$ cat src/rtl/bomba_pkg.sv
// bomba_pkg: shared defaults, fault-FSM states and thermometer-code check
package bomba_pkg;
  localparam int N_SENS_DEF = 3;
  localparam int DEB_CYCLES_DEF = 16;
  typedef enum logic {NORMAL, FALLO} estado_t;
  function automatic logic es_termometro(input logic [31:0] vec);
    return (vec & (vec + 32'd1)) == 32'd0;
  endfunction
endpackage

$ cat src/rtl/antirrebote.sv
// antirrebote: 2-flop synchronizer plus debounce counter for one sensor line
module antirrebote
  import bomba_pkg::*;
#(
  parameter int DEB_CYCLES = DEB_CYCLES_DEF
) (
  input  logic ck,
  input  logic rst_i,
  input  logic d,
  output logic f
);
  localparam int CW = $clog2(DEB_CYCLES);
  localparam logic [CW-1:0] CMAX = CW'(DEB_CYCLES - 1);
  logic s1, s2;
  logic [CW-1:0] cnt;
  // synchronize, then accept s2 only after DEB_CYCLES consecutive cycles away from f
  always_ff @(posedge ck or posedge rst_i)
    if (rst_i) begin
      s1  <= 1'b0;
      s2  <= 1'b0;
      f   <= 1'b0;
      cnt <= '0;
    end else begin
      s1 <= d;
      s2 <= s1;
      if (s2 == f) cnt <= '0;
      else if (cnt == CMAX) begin
        f   <= s2;
        cnt <= '0;
      end else cnt <= cnt + 1'b1;
    end
endmodule

$ cat src/rtl/filtro_sensores.sv
// filtro_sensores: debounced, plausibility-checked tank level bus for bomba1
module filtro_sensores
  import bomba_pkg::*;
#(
  parameter int N_SENS     = N_SENS_DEF,
  parameter int DEB_CYCLES = DEB_CYCLES_DEF
) (
  input  logic              ck,
  input  logic              rst_i,
  input  logic [N_SENS-1:0] sensores_i,
  input  logic              limpiar_i,
  output logic [N_SENS-1:0] sensores_o,
  output logic              cambio_o,
  output logic              fallo_o
);
  logic [N_SENS-1:0] f_vec, sens_nxt, sens_prev;
  logic valido;
  estado_t estado, estado_nxt;
  for (genvar i = 0; i < N_SENS; i++) begin : g_deb
    antirrebote #(.DEB_CYCLES(DEB_CYCLES)) u_deb (
      .ck   (ck),
      .rst_i(rst_i),
      .d    (sensores_i[i]),
      .f    (f_vec[i])
    );
  end
  assign valido = es_termometro(32'(f_vec));
  // fault state register
  always_ff @(posedge ck or posedge rst_i)
    if (rst_i) estado <= NORMAL;
    else estado <= estado_nxt;
  // enter fault on a bad pattern; leave only on clear with a good pattern
  always_comb
    estado_nxt = (estado == NORMAL) ? (valido ? NORMAL : FALLO)
                                    : ((limpiar_i && valido) ? NORMAL : FALLO);
  // force "tank full" while faulted, using next state so output and flag move together
  always_comb begin
    sens_nxt = (estado_nxt == FALLO) ? '1 : f_vec;
    fallo_o  = (estado == FALLO);
  end
  // registered output bus and one-cycle change pulse
  always_ff @(posedge ck or posedge rst_i)
    if (rst_i) begin
      sensores_o <= '0;
      sens_prev  <= '0;
      cambio_o   <= 1'b0;
    end else begin
      sensores_o <= sens_nxt;
      sens_prev  <= sensores_o;
      cambio_o   <= (sensores_o != sens_prev);
    end
endmodule

$ cat config.mk
export PLATFORM = sky130hd
export DESIGN_NAME = filtro_sensores
export DESIGN_NICKNAME = d
export VERILOG_FILES = /design/src/rtl/bomba_pkg.sv /design/src/rtl/antirrebote.sv /design/src/rtl/filtro_sensores.sv
export SDC_FILE = /design/constraint.sdc
export NUM_CORES = 1
export LEC_CHECK = 0
export BUFFER_PORTS_ARGS = -buffer_cell sky130_fd_sc_hd__buf_2
export CORE_MARGIN = 2
export CORE_UTILIZATION = 59
export DETAILED_ROUTE_END_ITERATION = 6
export HOLD_SLACK_MARGIN = 0.1
export PLACE_DENSITY_LB_ADDON = 0.15
export SLEW_MARGIN = 20
export SYNTH_ARGS = -nofsm -noshare
export SYNTH_HDL_FRONTEND = slang
export SYNTH_HIERARCHICAL = 1
export SYNTH_SLANG_ARGS = --single-unit
$ cat constraint.sdc
create_clock -name ck -period 2.95 [get_ports ck]
set_input_delay 0.59 -clock ck [delete_from_list [all_inputs] [get_ports ck]]
set_output_delay 0.59 -clock ck [all_outputs]
set_load 0.02 [all_outputs]
# == Yosys cells after proc, flatten, opt, wreduce, memory -nomap -nowiden ==
# Cells that the tools add are included.
# word_totals
inputBits,6
latchBits,0
word_cells,46
rom_bits,0
out_inout_bits,5
ff_bits,29
memories,0
mem_bits_rw,0
# classes
bitwise,4
n_mul,0
muxes,10
order_cmp,0
n_shift,0
n_eq_ne,7
n_reduce_logical,5
addsub,4
div,0
# ops
op,count
$logic_not A32 Y1,1
$mux W4,6
$add A4 B1 Y4 const B,3
$eq A4 B4 Y1 const B,3
$reduce_and A2 Y1,3
$add A3 B1 Y4 const B,1
$and A3 B4 Y4,1
$eq A1 B1 Y1,3
$mux W1,3
$mux W3,1
$ne A3 B3 Y1,1
$not A1 Y1,3
$logic_and A1 B1 Y1,1

# == Logic depth before layout (Yosys ltp) ==
# logic_depth
depth_word,7
mapped_depth,3
depth_no_buf,3

# == Cells and area by module ==
# The synthesis kept the hierarchy.
# modules_own_cells
mod,area_per_inst_um2,cells_each,instances,seq_area_each_um2
antirrebote,274.0,19,3,175.2
filtro_sensores,287.8,20,1,200.2

# == Worst setup path after synthesis ==
# Ideal clock, no wire load.
# synth_path
path_kind,input-to-reg
start,in limpiar_i
end,reg sensores_o[0]
t_arrival_ps,987
required_ps,2811
setup_ps,139
cell_stages,2
slack_ps,1824
cell_sequence,nor2b_4 -> or4_1
# synth_between
elab_chain_len,4
# synth_lines
item,line_no,source
"start, declared",filtro_sensores.sv:11,"input logic limpiar_i,"
$logic_and A1 B1 Y1,filtro_sensores.sv:35,: ((limpiar_i && valido) ? NORMAL : FALLO);
$mux W1,filtro_sensores.sv:35,
$mux W1,filtro_sensores.sv:34,estado_nxt = (estado == NORMAL) ? (valido ? NORMAL : FALLO)
$mux W3,filtro_sensores.sv:38,sens_nxt = (estado_nxt == FALLO) ? '1 : f_vec;
via sens_nxt[0],filtro_sensores.sv:16,"logic [N_SENS-1:0] f_vec, sens_nxt, sens_prev;"
"end signal, assigned",filtro_sensores.sv:48,sensores_o <= sens_nxt;
"end, declared",filtro_sensores.sv:12,"output logic [N_SENS-1:0] sensores_o,"
# The timed path passes the listed nets, and every way through them passes these cells.
# A chain may end at the register's enable or synchronous reset.

# == Worst setup path in the final report ==
# layout_path
start,reg sensores_o[2]
end,out sensores_o[2]
# No word-level cell between the ends.

==> impl_metrics.csv <==
group,metric,value,unit
sta,period_share,49.7,%
floorplanning,io_pins,11,
critical_path,worstSetupPathType,"flip-flop to primary output",
layout,finalNonFillerCells,119,
route,routed_wl,1.48,mm
placement,hpwl,1.12,mm
critical_path,critical_path_depth,1,
synth,async_flop_share,100,%
clock_tree,cts-root-buf,"clkbuf_4",
power_and_ir_drop,p_per_area,553,nW/µm²
layout,syn2layout_area_growth,12.3,%
synth,syn_avg_cell_area,14.4,µm²
critical_path,arrival,880,ps
sta,fin_skew,8.76,ps
synth,synth_ff_type,"dfrtp_1",
clock_tree,postCtsHoldBufs,0,
clock_tree,post_cts.repair.setup_buffers,0,
route,ant_nets,0,
clock_tree,cts_resized,0,
floorplanning,initial_core_util,63.6,%
grt,grt_remaining_overflow,0,
critical_path,reg2reg_slack,1720,ps
synth,syn_area,1110,µm²
critical_path,cp-end-kind,"primary output",
route,vias,634,
synth,yosysTopAreaCell,"dfrtp_1",
critical_path,slowest_stage,"dfrtp_1",
grt,grt_max_degree,9,
sta,min_period,1470,ps
status,status,"finished, final reports clean",
sta,maxSlewHeadroom,76.5,%
synth,ys_seq_area_share,65.4,%
clock_tree,cts.sinks,29,
clock_tree,cts_tree,"done",
synth,postSynthCellCount,77,
critical_path,rr_worst_depth,3,
critical_path,worst_setup_path_start_kind,"flip-flop",
floorplanning,num_rows,15,
clock_tree,numCtsBuffers,5,
layout,drive_gt1_share,24.5,%
route,drt_first_iter_violations,2,
critical_path,r2r_end,"g_deb[1].u_deb/cnt[3]$_DFF_PP0_",
sta,worstMarginPinSlew,350,ps
synth,yosys-top-cells-count,"29 x dfrtp_1, 9 x xnor2_1, 5 x inv_1, 4 x nor2b_1",
critical_path,cpLargestDelayFamily,"flip-flops",
critical_path,crit_chain,"buf_2",
critical_path,r2r_start,"g_deb[1].u_deb/cnt[0]$_DFF_PP0_",
grt,grt_first_pass_wirelength,2.64,mm
power_and_ir_drop,leakage,0.645,nW
sta,fmax,681,MHz
floorplanning,core,1750,µm²
sta,setup_viol_count_final,0,
grt,track_usage,17.9,%
sta,hold_viol_final,0,
placement,dp_cells,112,
placement,routabilityCongestion,0.705,
floorplanning,die_h,47.4,µm
clock_tree,path_clk_slew,80,ps
sta,drv_slew,0,
layout,antenna_cells,0,
grt,antenna_found_initial,0,
sta,rsz0062_at_grt,"false",
critical_path,path_buf_inv,1,
synth,yosysWarnings,6,
synth,synth-seq-cells,29,
synth,synth.distinct_cells,17,
clock_tree,cts_max_level,2,
route,first_pass_iters,4,
route,vias_per_cell,5.33,
critical_path,crit_fanout,3,
run,max_cap_violations,0,
synth,synth_top_area_share,65.4,%
power_and_ir_drop,ir_drop,0.416,mV
placement,portBuffers,10,
grt,grt_pass1_vias,627,
synth,synth_edf_count,0,
synth,synth_area_leaders,"dfrtp_1 65%, xnor2_1 7.1%, mux2_4 4.1%, ha_1 3.4%, nand3_2 2.7%",
synth,yosysMostFrequentCell,"dfrtp_1",
floorplanning,die-area,2240,µm²
critical_path,cp_slowest_stage_delay,410,ps
clock_tree,clk_latency,300,ps
hold_path,hold_path_class,"input port to async pin",
floorplanning,die_w,47.4,µm
synth,synth_nets,86,
critical_path,crit_required,2360,ps
layout,fin_nets,103,
route,detail_route.wl_per_cell,12.4,µm
sta,setup_tns,0,ps
route,drcViolationCount,0,
clock_tree,clk_path_buf_depth,2,
[how the worst max path moves through the flow]
stage | to | slack [ps] | start
final | sensores_o[2] | 1480 | sensores_o[2]$_DFF_PP0_
after global routing | sensores_o[1] | 1440 | sensores_o[1]$_DFF_PP0_
after CTS | sensores_o[2] | 1460 | sensores_o[2]$_DFF_PP0_
after detailed placement | sensores_o[0]$_DFF_PP0_ | 1690 | limpiar_i
after global placement | sensores_o[0]$_DFF_PP0_ | 1700 | limpiar_i
after floorplan | sensores_o[0]$_DFF_PP0_ | 1820 | limpiar_i
[cells in the final DEF, fill, tap and decap left out, drive strengths merged]
master / instances
dfrtp: 29
buf: 10
xnor2: 9
clkbuf: 7
inv: 5
nor2b: 5
nand3: 4
nor2: 3
nor3b: 3
a21o: 3
a31oi: 3
a311oi: 3
mux2: 3
ha: 3
or3: 2
a211o: 1
or4: 1
[report_power, final]
part	internal [mW]	switching (mW)
Clock	0.112	0.114
Combinational	0.0177	0.0209
Sequential	0.412	0.0124
Total	0.542	0.147
[area by class of cell]
class                      instances  area, µm²
clock buffer                       7       55.1
fill                             136        499
inverter                           5       18.8
multi-input combinational         43        365
sequential                        29        726
tap                               25       31.3
timing repair buffer              10       50.0
[worst register-to-register path, stage by stage (launching register included)]
cell      delay [ps]
dfrtp_1          410
ha_1             260
a21o_1           170
a311oi_1         290
[registers in the layout (all words and copies together) (netlist names)]
register / cells
g_deb.u_deb/s1: 3
fallo_o: 1
g_deb.u_deb/s2: 3
g_deb.u_deb/cnt: 12
sens_prev: 3
cambio_o: 1
sensores_o: 3
g_deb.u_deb/f: 3
[cells by family after synthesis]
kind of cell | after synthesis | share of synthesized area (%)
AO/OA/AOI/OAI | 10 | 6.88
XOR/XNOR | 9 | 7.10
adder cells (fa/ha/maj) | 3 | 3.38
buffers and inverters | 5 | 1.69
flip-flops | 29 | 65.4
multiplexers | 3 | 4.06
AND/OR/NAND/NOR | 18 | 11.5
[per-stage QoR]
step                hold slack (ps)  setup slack (ps)  instance area (µm²)  power (mW)  utilization (%)
finish                          228              1480                 1250       0.690             71.4
detailed placement              342              1690                 1190       0.472             68.2
global route                    225              1440                 1250       0.734             71.4
CTS                             223              1460                 1250       0.702             71.4
global placement                333              1700                 1190       0.469             68.2
floorplan                       331              1820                 1110       0.459                -
[metal layers]
metal	share of wire, %	global-route usage, %	wire length (µm)
met1	42	21.2	614
met2	55	28.6	811
met3	2.8	6.92	41
met4	0.61	8.33	9
met5	0	0	0
(Power assumes the default switching activity.)
